$ cat config.mk
export PLATFORM = sky130hd
export DESIGN_NAME = blackjack_round_fsm
export DESIGN_NICKNAME = d
export VERILOG_FILES = /design/src/rtl/blackjack_round_fsm.sv
export SDC_FILE = /design/constraint.sdc
export NUM_CORES = 1
export LEC_CHECK = 0
export BUFFER_PORTS_ARGS = -buffer_cell sky130_fd_sc_hd__buf_2
export CORE_UTILIZATION = 35
export DETAILED_ROUTE_END_ITERATION = 6
export PLACE_DENSITY_LB_ADDON = 0.2
export SETUP_SLACK_MARGIN = 0.5
export SLEW_MARGIN = 15
export SYNTH_ARGS = -nofsm -noshare
export SYNTH_HDL_FRONTEND = slang
export SYNTH_SLANG_ARGS = --single-unit
$ cat constraint.sdc
create_clock -name CLOCK_50 -period 6.4 [get_ports CLOCK_50]
set_clock_uncertainty 0.1 [all_clocks]
set_input_delay 0.32 -clock CLOCK_50 [delete_from_list [all_inputs] [get_ports CLOCK_50]]
set_output_delay 0.32 -clock CLOCK_50 [all_outputs]
set_load 0.03 [all_outputs]
$ cat src/rtl/blackjack_round_fsm.sv
// Round controller for one blackjack hand: deal, player hit/stand, dealer draw, resolution.
// Define DEALER_HITS_SOFT17_EN to make the dealer draw on a soft total equal to DEALER_STAND_TOTAL (H17).
module blackjack_round_fsm #(
    parameter int unsigned RESULT_HOLD_CYCLES = 50000000,
    parameter int unsigned DEALER_STAND_TOTAL = 17
) (
    input  logic       CLOCK_50,
    input  logic       reset,
    input  logic       bet_confirmed,
    input  logic [7:0] current_bet,
    input  logic       hit,
    input  logic       stand,
    input  logic       card_valid,
    input  logic [3:0] card_rank,
    output logic       card_req,
    output logic       game_state_idle,
    output logic       game_won,
    output logic       game_push,
    output logic       game_lost,
    output logic [4:0] player_total,
    output logic [4:0] dealer_total,
    output logic [7:0] round_bet,
    output logic [3:0] dbg_state
);

    typedef enum logic [3:0] {
        S_IDLE, S_DEAL_P1, S_DEAL_D1, S_DEAL_P2, S_DEAL_D2, S_PLAYER_TURN,
        S_PLAYER_DRAW, S_DEALER_TURN, S_DEALER_DRAW, S_RESOLVE, S_RESULT
    } state_t;

    localparam int unsigned     CNT_W    = (RESULT_HOLD_CYCLES > 1) ? $clog2(RESULT_HOLD_CYCLES) : 1;
    localparam logic [CNT_W-1:0] CNT_LAST = CNT_W'(RESULT_HOLD_CYCLES - 1);
    localparam logic [5:0]      STAND_T  = 6'(DEALER_STAND_TOTAL);

    // Best total: an ace counts 11 when that does not bust the hand.
    function automatic logic [5:0] best_of(input logic [5:0] hard, input logic [4:0] aces);
        return ((aces != 5'd0) && (hard <= 6'd11)) ? hard + 6'd10 : hard;
    endfunction

    function automatic logic [4:0] sat5(input logic [5:0] v);
        return (v > 6'd31) ? 5'd31 : v[4:0];
    endfunction

    state_t           state_q, state_d;
    logic [5:0]       p_hard_q, p_hard_d, d_hard_q, d_hard_d;
    logic [4:0]       p_aces_q, p_aces_d, d_aces_q, d_aces_d;
    logic [7:0]       bet_q, bet_d;
    logic [CNT_W-1:0] cnt_q, cnt_d;
    logic             ack_q, ack_d;
    logic             won_q, won_d, push_q, push_d, lost_q, lost_d;

    logic [5:0] card_v;
    logic       card_ace;
    logic       card_state, accept;
    logic [5:0] p_best, d_best, p_hard_new, d_hard_new;
    logic [4:0] p_aces_new, d_aces_new;
    logic       d_draw;

    always_comb begin
        card_ace = (card_rank == 4'd1);
        if (card_rank == 4'd1)
            card_v = 6'd1;
        else if ((card_rank >= 4'd2) && (card_rank <= 4'd10))
            card_v = {2'b00, card_rank};
        else
            card_v = 6'd10;
    end

    assign p_best     = best_of(p_hard_q, p_aces_q);
    assign d_best     = best_of(d_hard_q, d_aces_q);
    assign p_hard_new = p_hard_q + card_v;
    assign d_hard_new = d_hard_q + card_v;
    assign p_aces_new = p_aces_q + {4'b0000, card_ace};
    assign d_aces_new = d_aces_q + {4'b0000, card_ace};

`ifdef DEALER_HITS_SOFT17_EN
    logic d_soft;
    assign d_soft = (d_aces_q != 5'd0) && (d_hard_q <= 6'd11);
    assign d_draw = (d_best < STAND_T) || (d_soft && (d_best == STAND_T));
`else
    assign d_draw = (d_best < STAND_T);
`endif

    // ack_q forces a one-cycle gap after every accepted card so each deal is its own handshake.
    assign card_state = (state_q == S_DEAL_P1) || (state_q == S_DEAL_D1) ||
                        (state_q == S_DEAL_P2) || (state_q == S_DEAL_D2) ||
                        (state_q == S_PLAYER_DRAW) || (state_q == S_DEALER_DRAW);
    assign card_req   = card_state && !ack_q;
    assign accept     = card_req && card_valid;

    always_comb begin
        state_d  = state_q;
        p_hard_d = p_hard_q;
        p_aces_d = p_aces_q;
        d_hard_d = d_hard_q;
        d_aces_d = d_aces_q;
        bet_d    = bet_q;
        cnt_d    = cnt_q;
        ack_d    = 1'b0;
        won_d    = 1'b0;
        push_d   = 1'b0;
        lost_d   = 1'b0;
        case (state_q)
            S_IDLE: begin
                if (bet_confirmed) begin
                    state_d  = S_DEAL_P1;
                    p_hard_d = '0;
                    p_aces_d = '0;
                    d_hard_d = '0;
                    d_aces_d = '0;
                    bet_d    = current_bet;
                end
            end
            S_DEAL_P1, S_DEAL_P2, S_PLAYER_DRAW: begin
                if (accept) begin
                    p_hard_d = p_hard_new;
                    p_aces_d = p_aces_new;
                    ack_d    = 1'b1;
                    if (state_q == S_DEAL_P1)
                        state_d = S_DEAL_D1;
                    else if (state_q == S_DEAL_P2)
                        state_d = S_DEAL_D2;
                    else if (best_of(p_hard_new, p_aces_new) > 6'd21)
                        state_d = S_RESOLVE;
                    else
                        state_d = S_PLAYER_TURN;
                end
            end
            S_DEAL_D1, S_DEAL_D2, S_DEALER_DRAW: begin
                if (accept) begin
                    d_hard_d = d_hard_new;
                    d_aces_d = d_aces_new;
                    ack_d    = 1'b1;
                    if (state_q == S_DEAL_D1)
                        state_d = S_DEAL_P2;
                    else if (state_q == S_DEAL_D2)
                        state_d = S_PLAYER_TURN;
                    else
                        state_d = S_DEALER_TURN;
                end
            end
            S_PLAYER_TURN: begin
                if ((p_best == 6'd21) || stand)
                    state_d = S_DEALER_TURN;
                else if (hit)
                    state_d = S_PLAYER_DRAW;
            end
            S_DEALER_TURN: begin
                state_d = d_draw ? S_DEALER_DRAW : S_RESOLVE;
            end
            S_RESOLVE: begin
                state_d = S_RESULT;
                cnt_d   = '0;
                if (p_best > 6'd21)
                    lost_d = 1'b1;
                else if (d_best > 6'd21)
                    won_d = 1'b1;
                else if (p_best > d_best)
                    won_d = 1'b1;
                else if (p_best == d_best)
                    push_d = 1'b1;
                else
                    lost_d = 1'b1;
            end
            S_RESULT: begin
                if (cnt_q == CNT_LAST)
                    state_d = S_IDLE;
                else
                    cnt_d = cnt_q + 1'b1;
            end
            default: state_d = S_IDLE;
        endcase
    end

    always_ff @(posedge CLOCK_50 or posedge reset) begin
        if (reset) begin
            state_q  <= S_IDLE;
            p_hard_q <= '0;
            p_aces_q <= '0;
            d_hard_q <= '0;
            d_aces_q <= '0;
            bet_q    <= '0;
            cnt_q    <= '0;
            ack_q    <= 1'b0;
            won_q    <= 1'b0;
            push_q   <= 1'b0;
            lost_q   <= 1'b0;
        end else begin
            state_q  <= state_d;
            p_hard_q <= p_hard_d;
            p_aces_q <= p_aces_d;
            d_hard_q <= d_hard_d;
            d_aces_q <= d_aces_d;
            bet_q    <= bet_d;
            cnt_q    <= cnt_d;
            ack_q    <= ack_d;
            won_q    <= won_d;
            push_q   <= push_d;
            lost_q   <= lost_d;
        end
    end

    assign game_state_idle = (state_q == S_IDLE);
    assign game_won        = won_q;
    assign game_push       = push_q;
    assign game_lost       = lost_q;
    assign player_total    = sat5(p_best);
    assign dealer_total    = sat5(d_best);
    assign round_bet       = bet_q;
    assign dbg_state       = state_q;

endmodule
Word level (Yosys, flattened, before mapping)
Cells that the tools add are included.
Storage, ports and cells
  flip-flop bits (word level): 64
  bits in latches: 0
  memory bits (writable): 0
  memory bits (read-only): 0
  output and inout bits: 27
  memories kept: 0
Cells by class
  add/sub/neg operators: 8
  multipliers: 0
  divide/modulo/power cells: 0
  $lt $le $gt $ge: 12
  eq/ne operators: 20
  shift-type cells: 0
  muxes and demuxes: 48
  bitwise logic cells: 0
  reduce and logical (&&, ||, !) cells: 28
Operators with widths (count)
  $pmux W26 S2: 1
  $mux W4: 11
  $mux W6: 6
  $gt A6 B5 Y1 const B: 5
  $pmux W4 S7: 1
  $add A26 B1 Y26 const B: 1
  $eq A26 B26 Y1 const B: 1
  $mux W26: 1
  $mux W5: 5
  $pmux W6 S2: 2
  $pmux W5 S2: 2
  $add A6 B4 Y6 const B: 3
  $le A6 B4 Y1 const B: 3
  $mux W1: 17
  $eq A4 B3 Y1 const B: 4
  $reduce_bool A5 Y1: 3
  $add A6 B6 Y6: 2
  $eq A4 B4 Y1 const B: 3
  $add A5 B1 Y5: 2
  $ne A2 B2 Y1 const B: 5
  $eq A4 B1 Y1 const B: 2
  $eq A4 B2 Y1 const B: 2
  $eq A6 B5 Y1 const B: 1
  $eq A6 B6 Y1: 1
  17 further kinds: 32

Logic depth before layout (Yosys ltp)
Gate-level depths: netlist of run 1.
  depth in word-level cells: 14
  mapped depth: 13
  depth with buffers taken out: 12

Worst setup path after synthesis of run 1
No wires, ideal clock.
  path kind: in2reg
  start point: input port card_rank[2]
  end point: register state_q[2] (netlist: dbg_state[2])
  arrival time: 2.937 ns
  required time: 6.231 ns
  path slack: 3.293 ns
  cell stages on the path: 11
  path buffers: 0
  cell sequence: or2_2 > a21boi_0 > ha_1 > fa_1 > ha_1 > xor2_1 > xnor2_1 > o2111ai_1 > a22oi_1 > or4b_2 > nand3b_1
On the way
  word-level cells in the longest chain between the ends: 14
  elaborated cells between the ends (all ways): 19
  classes of those cells: add/sub: 3; order compare: 4; eq/ne: 1; mux: 8; reduce/logical: 3
RTL lines
  start, declared: RTL line 14  | input logic [3:0] card_rank,
  $ge A4 B2 Y1 or $le A4 B4 Y1 (tied branches): RTL line 63  | else if ((card_rank >= 4'd2) && (card_rank <= 4'd10))
  $logic_and A1 B1 Y1: RTL line 63
  $mux W4: RTL line 63
  $mux W4: RTL line 61  | if (card_rank == 4'd1)
  $add A6 B6 Y6: RTL line 71  | assign p_hard_new = p_hard_q + card_v;
  $le A6 B4 Y1: RTL line 37  | return ((aces != 5'd0) && (hard <= 6'd11)) ? hard + 6'd10 : hard;
  $logic_and A1 B1 Y1: RTL line 37
  $mux W6 *: RTL line 37
  $gt A6 B5 Y1 *: RTL line 123  | else if (best_of(p_hard_new, p_aces_new) > 6'd21)
  $mux W4 *: RTL line 123
  $mux W4 *: RTL line 121  | else if (state_q == S_DEAL_P2)
  $mux W4 *: RTL line 119  | if (state_q == S_DEAL_P1)
  $mux W4 *: RTL line 115  | if (accept) begin
  $pmux W4 S7 *: RTL line 103  | case (state_q)
  end signal, assigned: RTL line 189  | state_q <= state_d;
  end, declared: RTL line 44  | state_t state_q, state_d;
Mark *: on every way between the ends. The rest lies on a longest branch, timed or not. The select of a mux whose other input is x is not followed.
A chain may end at the register's enable or synchronous reset.

Final worst setup path of run 1
  start point: register p_aces_q[2]
  end point: register lost_q (netlist: game_lost)
On the way
  word-level cells in the longest chain between the ends: 9
  elaborated cells between the ends (all ways): 11
  classes of those cells: order compare: 2; eq/ne: 1; mux: 6; reduce/logical: 2
RTL lines
  start, declared: RTL line 46  | logic [4:0] p_aces_q, p_aces_d, d_aces_q, d_aces_d;
  start signal, assigned: RTL line 191  | p_aces_q <= p_aces_d;
  $reduce_bool A5 Y1 *: RTL line 37
  $logic_and A1 B1 Y1 *: RTL line 37
  $mux W6 *: RTL line 37
  parallel branches: the longest is 4 deep, another holds $gt A6 B6 Y1
  $mux W1 *: RTL line 154  | if (p_best > 6'd21)
  $mux W1 *: RTL line 103
  named net lost_d: RTL line 50  | logic won_q, won_d, push_q, push_d, lost_q, lost_d;
  end signal, assigned: RTL line 199  | lost_q <= lost_d;
  end, declared: RTL line 50
Mark *: on every way through the listed nets, which the timed path passes.

==> impl_metrics.ini, run 1 <==
[synth]
ys.flop_type = dfrtp_1
syn-instance-count = 495
seq_area_frac_synth = 0.374
yosys_register_bits = 64
async_flop_share = 1.00
syn-mean-instance-area_um2 = 8.66
synth_edf_count = 0
ys_top_cells_by_area = dfrtp_1, ha_1, nand2_1
synth_area_um2 = 4290
yosysTopAreaCell = dfrtp_1
syn_nets = 535
ys_warn_count = 0
synth_top_area_frac = 0.374
synth.distinct_cells = 66

[timing]
hold_viol_final = 0
slew_headroom = 0.346
max_freq_mhz = 311
rsz0062_at_grt = false
tns_ns = 0
min_period_ns = 3.21
fin_crit_sh = 0.502
setup_viol = 0
drv_slew = 0
tightestPinTransition_ns = 0.981

[clocking]
htreeDepth = 3
cts_buffer_depth = 2
cts_num_sinks = 64
clk_pin_slew_worst_paths_ns = 0.06
numCtsBuffers = 9
ctsResizeCount = 0
clock_latency_ns = 0.33
cts_tree = built
cts-root-buf = clkbuf_16
post-cts-setup-buffer-count = 0
cts_hold_buffers = 0

[floorplanning]
fp.coreArea_um2 = 12000
initial_utilization = 0.358
rows = 40
dieArea_um2 = 12700
die_h_um = 113
die_w_um = 113
design.portCount = 45

[routing]
drt-total-wl_um = 10400
remaining_drc_errors = 0
drtAntennaViolNets = 0
viasPerCell = 5.27
num_vias = 3591
first_pass_iters = 4
wl_per_cell_um = 15.2
drt_iter0_markers = 140

[layout]
areaGrowthSynthToFinish_pct = 13.7
n_antenna_cell = 0
multi_input_area_um2 = 2470
fillers = 1195
nNetsFinal = 569
regArea_um2 = 1600
layout-drive-gt1-share = 0.161

[power_and_ir_drop]
powerDensity_nw_per_um2 = 465
p_sw_mw = 1.03
p_seq_frac = 0.282
p_total_mw = 2.27
vdd_drop_max_v = 0.000253
switching_share = 0.452
clkPwrFrac = 0.218
p_leak_nw = 2.29
p_int_mw = 1.24
power_frac_comb = 0.500

[global_route]
antenna_found_initial = 0
grtUsageMet3 = 0.0464
grtUsageTotal = 0.177
grtUsageMet1 = 0.227
grt_pass1_wl_um = 17600
gr-max-usage-layer = met2
grt.overflow.total = 0
grt_max_degree = 65
first_global_vias = 3531
met2_usage = 0.293

[worst_setup_path]
critPathBufInv = 0
path_class = reg -> reg
worstPathRequired_ns = 6.56
cp_top_family = simple AND/OR/NAND/NOR gates
arrival_ns = 3.38
cp_max_fo = 8
max_stage_delay_ns = 0.59
end_kind = flip-flop
cp_slowest_cell = or4_4
cp-start-kind = flip-flop
cp_cell_sequence = or4_4, or2_2, nand2_1, nor2_1, mux2_2, ha_1, a21o_1, a21o_1, a221oi_1, nor2b_1, a221oi_1, nor2_1

[placement]
portBuffers = 44
gp_congestion = 0.835
dp_hpwl_um = 7500

[job]
maxCapViolCount = 0

[status]
status = finished, final reports clean

[worst_hold_path]
hp-class = in -> reg
## cells in the final DEF (no fill, tap or decap), drive strengths merged, types with 3 or more instances in the layout
master,instances
a211oi,3
a21o,8
a21oi,20
and2,3
and3,4
buf,47
clkbuf,11
clkinv,3
dfrtp,64
ha,20
inv,21
maj3,4
mux2,3
mux2i,6
nand2,66
nand2b,5
nand3,24
nand4,9
nor2,48
nor2b,4
nor3,15
nor3b,3
nor4,3
o2111ai,4
o211ai,4
o21ai,35
o31ai,5
or2,7
or3,12
or4,3
xnor2,20
xor2,19
## layer usage
metal / routed length (µm) / vias up / share of wire
li1: - / 1799 / -
met4: 101 / 0 / 0.0098
met3: 358 / 7 / 0.035
met5: 0 / - / 0
met1: 4880 / 1732 / 0.47
met2: 5010 / 53 / 0.48
## synthesized netlist by cell type (all sizes together), types with 12 or more instances
cell,count
a21oi,20
o21ai,35
nor3,15
nand3,24
nand2,66
nor2,48
xnor2,20
xor2,19
inv,21
clkbuf,15
or3,12
dfrtp,64
ha,20
## power groups by stage
stage,sequential (mW),clock [mW],combinational (mW)
after floorplan,0.632,0,0.875
after CTS,0.640,0.509,1.14
after detailed placement,0.647,0,1.14
after global routing,0.660,0.523,1.27
after global placement,0.638,0,1.12
final,0.640,0.493,1.13
## cell families (layout without fill, tap and decap cells)
family          after synthesis  count (layout)  synth area share
compound gates               94              94             0.141
xor+xnor                     39              39            0.0797
fa+ha+maj                    26              26            0.0773
buf+inv                      45              84            0.0502
flops                        64              64             0.374
mux                           9               9            0.0228
simple gates                218             218             0.255
## worst reg2reg max path: cells and delay by family (launching register included)
family	cells	cell delay [ns]
simple gates	6	1.30
compound gates	4	0.74
flops	1	0.46
fa+ha+maj	1	0.28
mux	1	0.27
## registers in the layout, indices dropped and copies added (netlist names), 4 cells and up
signal	cells
cnt_q	26
round_bet	8
dbg_state	4
d_aces_q	5
d_hard_q	6
p_aces_q	5
p_hard_q	6
## metrics by stage
| step | std cells | utilization | hold slack [ns] | area (µm²) | setup slack [ns] |
|---|---|---|---|---|---|
| 2_1_floorplan | 495 | - | 0.325 | 4290 | 3.29 |
| 3_3_place_gp | 665 | 0.383 | 0.358 | 4580 | 3.02 |
| 3_5_place_dp | 665 | 0.383 | 0.364 | 4580 | 2.93 |
| 4_1_cts | 681 | 0.408 | 0.0638 | 4880 | 3.18 |
| 5_1_grt | 681 | 0.408 | 0.0784 | 4880 | 3.05 |
| 6_report | 681 | 0.408 | 0.0794 | 4880 | 3.19 |
## worst paths after layout
path	startpoint	endpoint	slack [ns]	depth (start not counted)
setup / recovery	p_aces_q[2]$_DFFE_PP0P_	game_lost$_DFF_PP0_	3.19	12
hold / removal	current_bet[6]	round_bet[6]$_DFFE_PP0P_	0.08	3
min in group asynchronous	reset	d_hard_q[4]$_DFFE_PP0P_	0.14	3
hold reg to reg	round_bet[2]$_DFFE_PP0P_	round_bet[2]$_DFFE_PP0P_	0.38	2
setup reg to reg	p_aces_q[2]$_DFFE_PP0P_	game_lost$_DFF_PP0_	3.19	12
max in group asynchronous	reset	cnt_q[20]$_DFFE_PP0P_	5.52	3
## final cells by class
cell class                 count  share of cell area
timing repair buffer          47              0.0498
inverter                      21              0.0162
clock inverter                 5              0.0115
clock buffer                  11              0.0498
multi-input combinational    386               0.507
tap                          147              0.0377
sequential                    64               0.328
(Power assumes the default switching activity.)
==> run 2, diff against run 1 <==
==> constraint.sdc (replaced) <==
create_clock -name CLOCK_50 -period 2.7 [get_ports CLOCK_50]
set_clock_uncertainty 0.1 [all_clocks]
set_input_delay 0.135 -clock CLOCK_50 [delete_from_list [all_inputs] [get_ports CLOCK_50]]
set_output_delay 0.135 -clock CLOCK_50 [all_outputs]
set_load 0.03 [all_outputs]
==> run 2 against run 1 <==
Effect of this change: the run now ends with negative setup slack left; flip-flop and latch count is the same; first-iteration DRC count shrank 19%; die area is the same; global-route usage increased by 0.83 points; sequential share of layout area shrank 5.9 points; critical path type unchanged; largest cell class unchanged; critical endpoint unchanged; utilization up 8.9 points; register-to-register slack got worse by 3.3 ns; sequential power up 120%; critical path depth is the same; highest routed layer unchanged; hold slack lost 0.012 ns; worst setup slack worse by 3.3 ns.
==> impl_metrics.ini, run 2 (synthesis gave the netlist of run 1 again) <==
[power_and_ir_drop]
powerDensity_nw_per_um2 = 1130
vdd_drop_max_v = 0.000465
p_leak_nw = 2.80

[floorplanning]
die_w_um = 113
dieArea_um2 = 12700
fp.coreArea_um2 = 12000
design.portCount = 45
die_h_um = 113
initial_utilization = 0.358
rows = 40

[timing]
min_period_ns = 2.85
max_freq_mhz = 351
fin_ws_ns = -0.147
hold_viol_final = 0
drv_slew = 0
fin_crit_sh = 1.05
setup_viol = 3
tightestPinTransition_ns = 0.663
rsz0062_at_grt = true
fin_hold_ws_ns = 0.0678
slew_headroom = 0.554

[clocking]
clock_latency_ns = 0.34
clk_pin_slew_worst_paths_ns = 0.06
numCtsBuffers = 9
cts_buffer_depth = 2
cts-root-buf = clkbuf_16
cts_num_sinks = 64
cts_tree = built
htreeDepth = 3

[routing]
remaining_drc_errors = 0
wl_met3_um = 439
viasPerCell = 5.10
wl_met1_um = 4870
met2_length_um = 5740
drtAntennaViolNets = 0
top_layer = met4
drt-total-wl_um = 11300
num_vias = 3909
wl_per_cell_um = 14.7
first_pass_iters = 4
drt_iter0_markers = 113

[status]
violations = negative setup slack
status = finished, violations left

[worst_hold_path]
hp-start = card_valid
min_path_cells = 3
hold-path-endpoint = ack_q$_DFF_PP0_
hp-class = in -> reg

[placement]
place_ws_ns = -0.400
gp_congestion = 0.835
dp_hpwl_um = 8050
postPlaceCellArea_um2 = 5090
portBuffers = 44

[layout]
regMostFlops = cnt_q
nNetsFinal = 655
fin_area_um2 = 5950
areaGrowthSynthToFinish_pct = 38.7
mostFrequentLayoutCells = buf_4, dfrtp_1, nand2_1
multi_input_area_um2 = 2740
final_common_cell = buf_4
n_antenna_cell = 0
layout-drive-gt1-share = 0.334
fillers = 1121
largest_reg_flops = 26
fin_util = 0.497
regArea_um2 = 1600

[worst_setup_path]
worstPathRequired_ns = 2.87
r2r_end = game_lost$_DFF_PP0_
cp_max_fo = 2
r2r_setup_slack_ns = -0.15
cp-start-kind = flip-flop
end_kind = flip-flop
path_class = reg -> reg
arrival_ns = 3.02
r2r_cells = 12
r2r-start = p_aces_q[3]$_DFFE_PP0P_

[global_route]
grt_pass1_wl_um = 18400
grt.overflow.total = 0
first_global_vias = 3911
antenna_found_initial = 0
grt_max_degree = 25
grtUsageTotal = 0.186

[job]
maxCapViolCount = 0
## run 2: cell count changes in the layout (fill, tap and decap cells not counted), sizes merged
cell,before,now
clkinv,3,1
dlygate4sd3,0,9
bufinv,1,3
buf,47,123
inv,21,22
## run 2: per-layer routing
metal  vias to the layer above  GRT usage
met5                         -          0
met4                         0     0.0729
met3                        17     0.0513
li1                       1976          -
met1                      1843      0.218
met2                        73      0.320
## run 2: power by group
group / internal (mW) / switching, mW
registers: 1.16 / 0.216
clock network: 0.931 / 0.445
logic: 1.84 / 2.10
## run 2: stage by stage
stage	std cells	TNS (ns)	total power [mW]
CTS	756	-0.452	6.54
global route	767	-0.646	7.16
detailed placement	722	-0.747	4.73
floorplan	495	-0.411	3.68
finish	767	-0.308	6.69
global placement	722	-0.564	4.66
## run 2: how the worst max path moves through the flow
| stage | startpoint | endpoint | slack [ns] | cells after the start |
|---|---|---|---|---|
| finish | p_aces_q[3]$_DFFE_PP0P_ | game_lost$_DFF_PP0_ | -0.15 | 12 |
| global route | p_aces_q[3]$_DFFE_PP0P_ | game_lost$_DFF_PP0_ | -0.27 | 12 |
| CTS | p_aces_q[3]$_DFFE_PP0P_ | game_lost$_DFF_PP0_ | -0.18 | 12 |
| detailed placement | card_rank[2] | dbg_state[2]$_DFFE_PP0P_ | -0.40 | 12 |
| global placement | card_rank[2] | dbg_state[2]$_DFFE_PP0P_ | -0.29 | 12 |
| floorplan | p_aces_q[2]$_DFFE_PP0P_ | game_lost$_DFF_PP0_ | -0.16 | 12 |
## run 2: repair_timing
item | in CTS | in global routing
hold endpoints to repair | 24 | 0
pin swaps | 25 | 20
setup buffers | 9 | 11
resized for setup | 49 | 19
setup endpoints to repair | 31 | 30
hold buffers | 9 | 0
## run 2: layout make-up
| class | instances | share of cell area |
|---|---|---|
| well taps | 147 | 0.0309 |
| repair buffers | 133 | 0.166 |
| clock inverters | 6 | 0.0194 |
| multi-input cells | 386 | 0.461 |
| clock buffers | 10 | 0.0402 |
| flip-flops and latches | 64 | 0.270 |
| inverters | 21 | 0.0133 |
## run 2: critical path, stage by stage (launching register included)
cell,delay (ns)
dfrtp_1,0.38
or4_4,0.54
or2_4,0.25
nand2_2,0.06
nor2_2,0.04
mux2_4,0.31
ha_4,0.22
a21o_1,0.15
a21o_1,0.16
a221oi_2,0.26
nor2b_1,0.16
a221oi_1,0.07
nor2_1,0.09
==> run 3, diff against run 2 <==
--- a/config.mk
+++ b/config.mk
@@ -6,7 +6,7 @@
 export NUM_CORES = 1
 export LEC_CHECK = 0
 export BUFFER_PORTS_ARGS = -buffer_cell sky130_fd_sc_hd__buf_2
-export CORE_UTILIZATION = 35
+export CORE_UTILIZATION = 54
 export DETAILED_ROUTE_END_ITERATION = 6
 export PLACE_DENSITY_LB_ADDON = 0.2
 export SETUP_SLACK_MARGIN = 0.5
==> run 3 against run 2 <==
Effect of this change: the flow still finishes with violations (negative setup slack); critical path depth unchanged; combinational power increased by 8.4%; fmax decreased by 1.5%; sequential power about the same; sequential share of layout area decreased by 0.16 points; first-iteration DRC count increased by 52%; flip-flop and latch count unchanged; global-route usage increased by 10 points; die area decreased by 35%; highest routed layer unchanged.
==> impl_metrics.ini, run 3 (synthesis gave the netlist of run 1 again) <==
[timing]
slew_headroom = 0.453
fin_crit_sh = 1.07
hold_viol_final = 0
setup_viol = 6
min_period_ns = 2.89
max_freq_mhz = 346
tightestPinTransition_ns = 0.812
rsz0062_at_grt = true
drv_slew = 0
fin_hold_ws_ns = 0.0436
tns_ns = -0.633
fin_ws_ns = -0.190

[placement]
portBuffers = 44
place_ws_ns = -0.395
placed_cells = 671
dp_hpwl_um = 7820
postPlaceCellArea_um2 = 5000
gp_congestion = 0.868

[worst_setup_path]
worstPathRequired_ns = 2.88
path_class = reg -> reg
r2r_cells = 12
r2r_end = game_lost$_DFF_PP0_
cp-start-kind = flip-flop
arrival_ns = 3.07
r2r-start = p_aces_q[4]$_DFFE_PP0P_
cp_max_fo = 2
end_kind = flip-flop
r2r_setup_slack_ns = -0.19

[floorplanning]
die_w_um = 91.1
rows = 32
design.portCount = 45
die_h_um = 91.1
initial_utilization = 0.558
dieArea_um2 = 8300
fp.coreArea_um2 = 7690

[routing]
drt_iter0_markers = 172
viasPerCell = 5.72
drt-total-wl_um = 12400
drtAntennaViolNets = 0
first_pass_iters = 6
wl_per_cell_um = 16.9
remaining_drc_errors = 0
num_vias = 4202

[clocking]
clk_pin_slew_worst_paths_ns = 0.08
cts_tree = built
cts_buffer_depth = 2
numCtsBuffers = 9
cts_num_sinks = 64
clock_latency_ns = 0.35
htreeDepth = 3
cts-root-buf = clkbuf_8

[layout]
regArea_um2 = 1610
fin_util = 0.782
multi_input_area_um2 = 2900
nNetsFinal = 668
final_common_cell = buf_4
fillers = 522
mostFrequentLayoutCells = buf_4, nand2_1, dfrtp_1
n_antenna_cell = 0
layout-drive-gt1-share = 0.400
stdcell_count = 735
fin_area_um2 = 6010
largest_reg_flops = 26
regMostFlops = cnt_q
areaGrowthSynthToFinish_pct = 40.2

[status]
violations = negative setup slack
status = finished, violations left

[global_route]
grt_max_degree = 37
grt_pass1_wl_um = 18900
first_global_vias = 4103
grtUsageTotal = 0.289
grt.overflow.total = 0
antenna_found_initial = 0

[worst_hold_path]
min_path_cells = 3
hp-start = card_valid
hold-path-endpoint = ack_q$_DFF_PP0_
hp-class = in -> reg

[power_and_ir_drop]
powerDensity_nw_per_um2 = 1060
p_leak_nw = 2.81
vdd_drop_max_v = 0.000532
p_total_mw = 6.38

[job]
maxCapViolCount = 0
[run 3: cell types whose count changed in the layout (fill, tap and decap cells not counted), sizes merged]
cell	before	now
clkinv	1	3
clkbuf	11	9
bufinv	3	0
clkdlybuf4s15	0	1
buf	123	136
clkinvlp	1	3
[run 3: power breakdown]
| part | total (mW) | internal (mW) | switching, mW |
|---|---|---|---|
| Combinational | 4.26 | 1.94 | 2.32 |
| Clock | 0.750 | 0.331 | 0.420 |
| Sequential | 1.37 | 1.17 | 0.206 |
[run 3: metal layers]
layer,part of all wire,wire [µm],vias to the layer above,global-route usage
met2,0.54,6760,130,0.522
met5,0,0,-,0
met4,0.031,386,0,0.147
met3,0.036,442,36,0.0402
li1,-,-,1995,-
met1,0.39,4850,2041,0.333
[run 3: final cells by class]
class,instances,area share
sequential,64,0.268
timing repair buffer,146,0.186
inverter,21,0.0131
tap,102,0.0212
clock inverter,7,0.00770
clock buffer,9,0.0206
multi-input combinational,386,0.483
[run 3: critical path, stage by stage (launching register included)]
cell	delay, ns
dfrtp_1	0.39
or4_4	0.54
or2_4	0.25
nand2_2	0.06
nor2_2	0.04
mux2_4	0.30
ha_4	0.22
a21o_1	0.15
a21o_1	0.16
a221oi_2	0.26
nor2b_1	0.16
a221oi_1	0.08
nor2_1	0.11
[run 3: how the worst max path moves through the flow]
stage | start | endpoint | slack (ns)
6_report | p_aces_q[4]$_DFFE_PP0P_ | game_lost$_DFF_PP0_ | -0.19
5_1_grt | p_aces_q[4]$_DFFE_PP0P_ | game_lost$_DFF_PP0_ | -0.34
3_5_place_dp | card_rank[2] | dbg_state[2]$_DFFE_PP0P_ | -0.39
2_1_floorplan | p_aces_q[2]$_DFFE_PP0P_ | game_lost$_DFF_PP0_ | -0.16
4_1_cts | p_aces_q[4]$_DFFE_PP0P_ | game_lost$_DFF_PP0_ | -0.18
3_3_place_gp | card_rank[2] | dbg_state[2]$_DFFE_PP0P_ | -0.27
[run 3: timing repair]
| item | CTS | global route |
|---|---|---|
| hold endpoints to repair | 36 | 0 |
| setup buffers | 13 | 25 |
| hold buffers | 9 | 0 |
| pin swaps | 20 | 41 |
| endpoints found under the setup margin | 29 | 30 |
| gates resized for setup | 59 | 58 |
| gates cloned | 0 | 1 |
